--- config.mk ---
export PLATFORM = sky130hd
export DESIGN_NAME = count_rle_ud_flat
export DESIGN_NICKNAME = d
export VERILOG_FILES = /design/src/rtl/count_pkg.sv /design/src/rtl/count_rle_ud_if.sv /design/src/rtl/count_next.sv /design/src/rtl/count_rle_ud.sv /design/src/flat_wrapper.sv
export SDC_FILE = /design/constraint.sdc
export NUM_CORES = 1
export LEC_CHECK = 0
export BUFFER_PORTS_ARGS = -buffer_cell sky130_fd_sc_hd__buf_2
export CORE_MARGIN = 2
export CORE_UTILIZATION = 40
export CTS_CLUSTER_DIAMETER = 200
export DETAILED_ROUTE_END_ITERATION = 6
export GPL_TIMING_DRIVEN = 1
export PLACE_DENSITY_LB_ADDON = 0.15
export SLEW_MARGIN = 20
export SYNTH_ARGS = -nofsm -noshare
export SYNTH_HDL_FRONTEND = slang
export SYNTH_SLANG_ARGS = --single-unit
--- constraint.sdc ---
create_clock -name CLK -period 4 [get_ports CLK]
set_input_delay 0.8 -clock CLK [delete_from_list [all_inputs] [get_ports CLK]]
set_output_delay 0.8 -clock CLK [all_outputs]
set_load 0.01 [all_outputs]
--- src/rtl/count_pkg.sv ---
// count_pkg: mode constants, op encoding and priority decode shared by the counter files.
package count_pkg;
    localparam logic CNT_WRAP = 1'b0;
    localparam logic CNT_SAT  = 1'b1;

    typedef enum logic [2:0] {OP_HOLD, OP_CLR, OP_LOAD, OP_UP, OP_DOWN} op_e;

    // clr beats load beats a lone inc/dec; inc and dec together cancel
    function automatic op_e decode_op(logic clr, logic load, logic inc, logic dec);
        return clr ? OP_CLR : load ? OP_LOAD : (inc && !dec) ? OP_UP : (dec && !inc) ? OP_DOWN : OP_HOLD;
    endfunction
endpackage

--- src/rtl/count_rle_ud_if.sv ---
// count_rle_ud_if: control and status bundle of the up/down counter.
interface count_rle_ud_if #(parameter int WIDTH = 16);
    logic             clr;
    logic             load;
    logic             inc;
    logic             dec;
    logic [WIDTH-1:0] d;
    logic [WIDTH-1:0] step;
    logic [WIDTH-1:0] max;
    logic [WIDTH-1:0] q;
    logic             zero;
    logic             tc;
    logic             ovf;

    modport master (output clr, load, inc, dec, d, step, max, input q, zero, tc, ovf);
    modport slave  (input clr, load, inc, dec, d, step, max, output q, zero, tc, ovf);
endinterface

--- src/rtl/count_next.sv ---
// count_next: combinational next count and terminal-count flag for one op.
module count_next
    import count_pkg::*;
#(
    parameter int WIDTH = 16
) (
    input  logic [WIDTH-1:0] q_i,
    input  logic [WIDTH-1:0] d_i,
    input  logic [WIDTH-1:0] step_i,
    input  logic [WIDTH-1:0] max_i,
    input  op_e              op_i,
    input  logic             mode_i,
    output logic [WIDTH-1:0] q_o,
    output logic             tc_o
);
    logic [WIDTH:0]   sum;
    logic [WIDTH:0]   lim;
    logic [WIDTH-1:0] wrap_up;
    logic [WIDTH-1:0] wrap_dn;
    logic             over;
    logic             under;

    // one extra bit keeps max = all-ones wrapping at 2^WIDTH
    always_comb begin
        sum     = {1'b0, q_i} + {1'b0, step_i};
        lim     = {1'b0, max_i} + {{WIDTH{1'b0}}, 1'b1};
        wrap_up = WIDTH'(sum - lim);
        wrap_dn = WIDTH'({1'b0, q_i} + lim - {1'b0, step_i});
        over    = sum > {1'b0, max_i};
        under   = step_i > q_i;
        q_o     = op_i == OP_CLR  ? '0 :
                  op_i == OP_LOAD ? (d_i > max_i ? max_i : d_i) :
                  op_i == OP_UP   ? (!over ? sum[WIDTH-1:0] : mode_i == CNT_SAT ? max_i : wrap_up) :
                  op_i == OP_DOWN ? (!under ? q_i - step_i : mode_i == CNT_SAT ? '0 : wrap_dn) :
                  q_i;
        tc_o    = (op_i == OP_UP && over) || (op_i == OP_DOWN && under);
    end
endmodule

--- src/rtl/count_rle_ud.sv ---
// count_rle_ud: up/down counter with programmable step and limit, wrap or saturate,
// registered terminal-count pulse, sticky overflow and zero flag.
module count_rle_ud
    import count_pkg::*;
#(
    parameter int               WIDTH     = 16,
    parameter logic [WIDTH-1:0] RESET_VAL = '0,
    parameter bit               SATURATE  = 1'b0
) (
    input  logic         CLK,
    input  logic         RST,
    count_rle_ud_if.slave bus
);
    localparam logic MODE = SATURATE ? CNT_SAT : CNT_WRAP;

    op_e              op;
    logic [WIDTH-1:0] q_q;
    logic [WIDTH-1:0] q_d;
    logic             tc_q;
    logic             tc_d;
    logic             ovf_q;
    logic             ovf_d;

    assign op = decode_op(bus.clr, bus.load, bus.inc, bus.dec);

    count_next #(.WIDTH(WIDTH)) u_next (
        .q_i   (q_q),
        .d_i   (bus.d),
        .step_i(bus.step),
        .max_i (bus.max),
        .op_i  (op),
        .mode_i(MODE),
        .q_o   (q_d),
        .tc_o  (tc_d)
    );

    always_comb ovf_d = (op == OP_CLR || op == OP_LOAD) ? 1'b0 : ovf_q | tc_d;

    always_ff @(posedge CLK or posedge RST) begin
        if (RST) begin
            q_q   <= RESET_VAL;
            tc_q  <= 1'b0;
            ovf_q <= 1'b0;
        end else begin
            q_q   <= q_d;
            tc_q  <= tc_d;
            ovf_q <= ovf_d;
        end
    end

    assign bus.q    = q_q;
    assign bus.zero = q_q == '0;
    assign bus.tc   = tc_q;
    assign bus.ovf  = ovf_q;
endmodule

--- src/flat_wrapper.sv ---
// flat-port wrapper written by rule: the top's interface ports become plain ports
module count_rle_ud_flat import count_pkg::*;
#(
    parameter int               WIDTH     = 16,
    parameter logic [WIDTH-1:0] RESET_VAL = '0,
    parameter bit               SATURATE  = 1'b0
)
  (CLK, RST, bus_clr, bus_load, bus_inc, bus_dec, bus_d, bus_step, bus_max, bus_q, bus_zero, bus_tc, bus_ovf);
  count_rle_ud_if #(.WIDTH(WIDTH)) bus_i ();
  input  logic CLK;
  input  logic RST;
  input wire logic [$bits(bus_i.clr)-1:0] bus_clr;
  input wire logic [$bits(bus_i.load)-1:0] bus_load;
  input wire logic [$bits(bus_i.inc)-1:0] bus_inc;
  input wire logic [$bits(bus_i.dec)-1:0] bus_dec;
  input wire logic [$bits(bus_i.d)-1:0] bus_d;
  input wire logic [$bits(bus_i.step)-1:0] bus_step;
  input wire logic [$bits(bus_i.max)-1:0] bus_max;
  output wire logic [$bits(bus_i.q)-1:0] bus_q;
  output wire logic [$bits(bus_i.zero)-1:0] bus_zero;
  output wire logic [$bits(bus_i.tc)-1:0] bus_tc;
  output wire logic [$bits(bus_i.ovf)-1:0] bus_ovf;
  assign bus_i.clr = bus_clr;
  assign bus_i.load = bus_load;
  assign bus_i.inc = bus_inc;
  assign bus_i.dec = bus_dec;
  assign bus_i.d = bus_d;
  assign bus_i.step = bus_step;
  assign bus_i.max = bus_max;
  assign bus_q = bus_i.q;
  assign bus_zero = bus_i.zero;
  assign bus_tc = bus_i.tc;
  assign bus_ovf = bus_i.ovf;
  count_rle_ud #(.WIDTH(WIDTH), .RESET_VAL(RESET_VAL), .SATURATE(SATURATE)) u_core (.CLK(CLK), .RST(RST), .bus(bus_i));
endmodule
==> flow_metrics.env <==
export IMPL_setup_ws_ns=-0.4144
export IMPL_rows=43
export IMPL_status="finished, violations left"
export IMPL_fin_crit_sh_pct=110.4
export IMPL_async_reset_ff_share_pct=100.0
export IMPL_cp_end_kind="register"
export IMPL_synth_most_common_cell="ha_1"
export IMPL_clk_pin_slew_worst_paths_ns=0.06
export IMPL_die_w_um=121.8
export IMPL_cap_violations=0
export IMPL_synth_area_sq_um=5553
export IMPL_drc_errors=0
export IMPL_clock_power_share_pct=3.2
export IMPL_critPathRequiredTime_ns=4.14
export IMPL_yosys_area_top_type="ha_1"
export IMPL_ir_drop_mv=0.3251
export IMPL_synth_top_area_share_pct=21.41
export IMPL_hold_path_class="register to register"
export IMPL_setup_viol=18
export IMPL_violations="negative setup slack"
export IMPL_min_period_ns=4.414
export IMPL_post_dp_cell_area_sq_um=7609
export IMPL_seq_area_frac_synth_pct=8.112
export IMPL_grt_start_max_net_pins=19
export IMPL_htree_levels=1
export IMPL_synth_fp_nets=865
export IMPL_ctsHoldBuffers=0
export IMPL_die_area_sq_um=14840
export IMPL_drt_iter0_drc=359
export IMPL_avgRoutedWirePerCell_um=17.51
export IMPL_pwr_share_seq_pct=5.4
export IMPL_yosysWarnings=0
export IMPL_slew_headroom_pct=46.08
export IMPL_clock_fmax_mhz=226.5
export IMPL_worstPathMaxFanout=4
export IMPL_io_buffers=72
export IMPL_grt_util_all_layers_pct=27.66
export IMPL_p_switching_mw=3.270
export IMPL_antenna_cells=0
export IMPL_clock_skew_final_ns=0.005623
export IMPL_synthTopCellsByCount="95 x ha_1, 65 x nor2_1, 64 x inv_1"
export IMPL_clk_latency_ns=0.26
export IMPL_slew_viol_final=0
export IMPL_nNetsFinal=1134
export IMPL_path_class="primary input to register"
export IMPL_fin_area_sq_um=8055
export IMPL_cts_inserted_buffers=3
export IMPL_grt_setup_unrepaired="true"
export IMPL_finalPower_mw=6.802
export IMPL_synth_cells=698
export IMPL_grt_first_pass_wirelength_um=31680
export IMPL_power_leakage_nw=4.092
export IMPL_combPwrFrac_pct=91.4
export IMPL_grt_pass1_vias=6188
export IMPL_drive_above_1_share_pct=35.85
export IMPL_cp_start_kind="primary input"
export IMPL_vias_per_cell=5.411
export IMPL_syn_to_final_growth_pct=45.07
export IMPL_start_util_pct=40.47
export IMPL_worstPathArrival_ns=4.56
export IMPL_ys_seq_elements=18
export IMPL_p_sw_share_pct=48.07
export IMPL_final_hold_violation_count=0
export IMPL_cts_sinks=18
export IMPL_synth_edf_count=0
export IMPL_hold_ws_ns=0.5384
export IMPL_cts_tree="built"
export IMPL_ys_flop_type="dfrtp_1"
export IMPL_routabilityCongestion=0.9616
export IMPL_clk_path_buf_depth=2
export IMPL_routed_wl_um=20050
export IMPL_dr_total_vias=6196
export IMPL_p_per_area_nw_per_um2=844.5
export IMPL_antenna_found_initial=0
export IMPL_synthTopCellsByArea="ha_1 21%, dfrtp_1 8.1%, xnor2_1 7.7%"
export IMPL_synth_avg_cell_area_sq_um=7.955
export IMPL_overflow=0
export IMPL_root_buffer="clkbuf_16"
export IMPL_die_h_um=121.8
export IMPL_hpwl_um=17270
export IMPL_yosysUniqueCellTypes=61
export IMPL_p_int_mw=3.533
export IMPL_boundaryPins=73
export IMPL_ant_nets=0
export IMPL_core_sq_um=13720
export IMPL_first_pass_iters=5
export IMPL_worstMarginPinSlew_ns=0.8079
==> per-stage QoR <==
stage / setup slack (ns) / utilization, % / TNS, ns / std cells
floorplan: -0.4936 / - / -6.473 / 698
global placement: -0.7762 / 55.46 / -11.75 / 1129
detailed placement: -0.8388 / 55.46 / -12.46 / 1129
CTS: -0.4487 / 57.88 / -6.402 / 1144
global route: -0.5688 / 58.71 / -8.727 / 1145
finish: -0.4144 / 58.71 / -5.840 / 1145
==> sequential cells by signal (all words and copies together), names as in the netlist <==
name and flops:
u_core.bus.ovf 1, u_core.bus.q 16, u_core.bus.tc 1
==> worst max-delay path: stages <==
cell      delay [ns]
buf_8           0.10
ha_4            0.15
fa_2            0.34
nor2b_4         0.15
o311ai_4        0.29
a311oi_4        0.17
o21ai_1         0.15
nand2b_1        0.10
xnor2_2         0.16
ha_1            0.30
a21o_1          0.16
a21o_1          0.18
a211o_1         0.26
o211ai_1        0.10
a31oi_2         0.15
a211oi_4        0.19
buf_4           0.16
buf_6           0.12
mux2i_1         0.20
a211oi_1        0.09
a211o_1         0.24
==> worst paths after layout <==
check | slack, ns | cells after the start | end | from
worst max-delay path | -0.41 | 21 | u_core.bus.q[9]$_DFFE_PP0P_ | bus_step[0]
worst min-delay path | 0.54 | 1 | u_core.bus.ovf$_DFF_PP0_ | u_core.bus.ovf$_DFF_PP0_
worst max register to register | -0.24 | 20 | u_core.bus.q[9]$_DFFE_PP0P_ | u_core.bus.q[1]$_DFFE_PP0P_
worst min register to register | 0.54 | 1 | u_core.bus.ovf$_DFF_PP0_ | u_core.bus.ovf$_DFF_PP0_
max in group asynchronous | 2.81 | 2 | u_core.bus.q[12]$_DFFE_PP0P_ | RST
min in group asynchronous | 0.68 | 2 | u_core.bus.tc$_DFF_PP0_ | RST
==> routing by layer <==
metal | wire length (um) | up-vias | global-route usage, %
met3 | 1150 | 29 | 1.124
li1 | - | 3060 | -
met1 | 9461 | 2905 | 39.42
met4 | 432 | 0 | 7.471
met2 | 9004 | 202 | 45.74
met5 | 0 | - | 0
==> power by group through the flow <==
stage	Clock (mW)	Sequential [mW]	Combinational [mW]
after floorplan	0	0.389	3.32
after global placement	0	0.356	5.49
after detailed placement	0	0.358	5.57
after CTS	0.216	0.355	6.07
after global routing	0.225	0.377	6.79
final	0.217	0.366	6.22
==> cell families (layout without fill, tap and decap cells) <==
family | count (synthesis) | after routing | share of synthesized area, %
xor+xnor | 69 | 69 | 11.02
buf+inv | 84 | 351 | 6.242
fa+ha+maj | 113 | 113 | 27.90
mux | 29 | 29 | 5.318
simple gates | 186 | 186 | 16.34
compound gates | 199 | 199 | 25.08
flops | 18 | 18 | 8.112
==> what timing repair did <==
action | CTS | global route
pin swaps | 35 | 18
resized for setup | 35 | 21
setup buffers | 13 | 2
setup endpoints to repair | 18 | 18
==> layout by cell type, fill, tap and decap left out, types with 8 or more instances in the layout <==
cell | Yosys | routed
a211oi_1 | 10 | 8
buf_2 | 4 | 71
xnor2_1 | 49 | 47
dfrtp_1 | 18 | 18
a21o_1 | 21 | 21
xor2_1 | 19 | 18
nand3_1 | 12 | 12
buf_4 | 3 | 208
nor2b_1 | 8 | 8
a31oi_1 | 13 | 10
and3_1 | 9 | 8
o21bai_1 | 9 | 9
o21ai_0 | 27 | 21
nand2_1 | 30 | 29
ha_4 | 0 | 9
nor2_1 | 65 | 61
nand2b_1 | 18 | 18
fa_1 | 18 | 17
a21oi_1 | 54 | 47
mux2i_1 | 25 | 24
nor3_1 | 14 | 13
inv_1 | 64 | 61
o21a_1 | 12 | 12
ha_1 | 95 | 86
nand4_1 | 8 | 8
==> area by class of cell <==
class	instances	area [sq um]
fillers	1260	5664
multi-input cells	596	5079
repair buffers	284	1986
flip-flops and latches	18	450.4
inverters	64	240.2
well taps	180	225.2
clock buffers	3	75.07
Power figures use the tool's default switching activity.
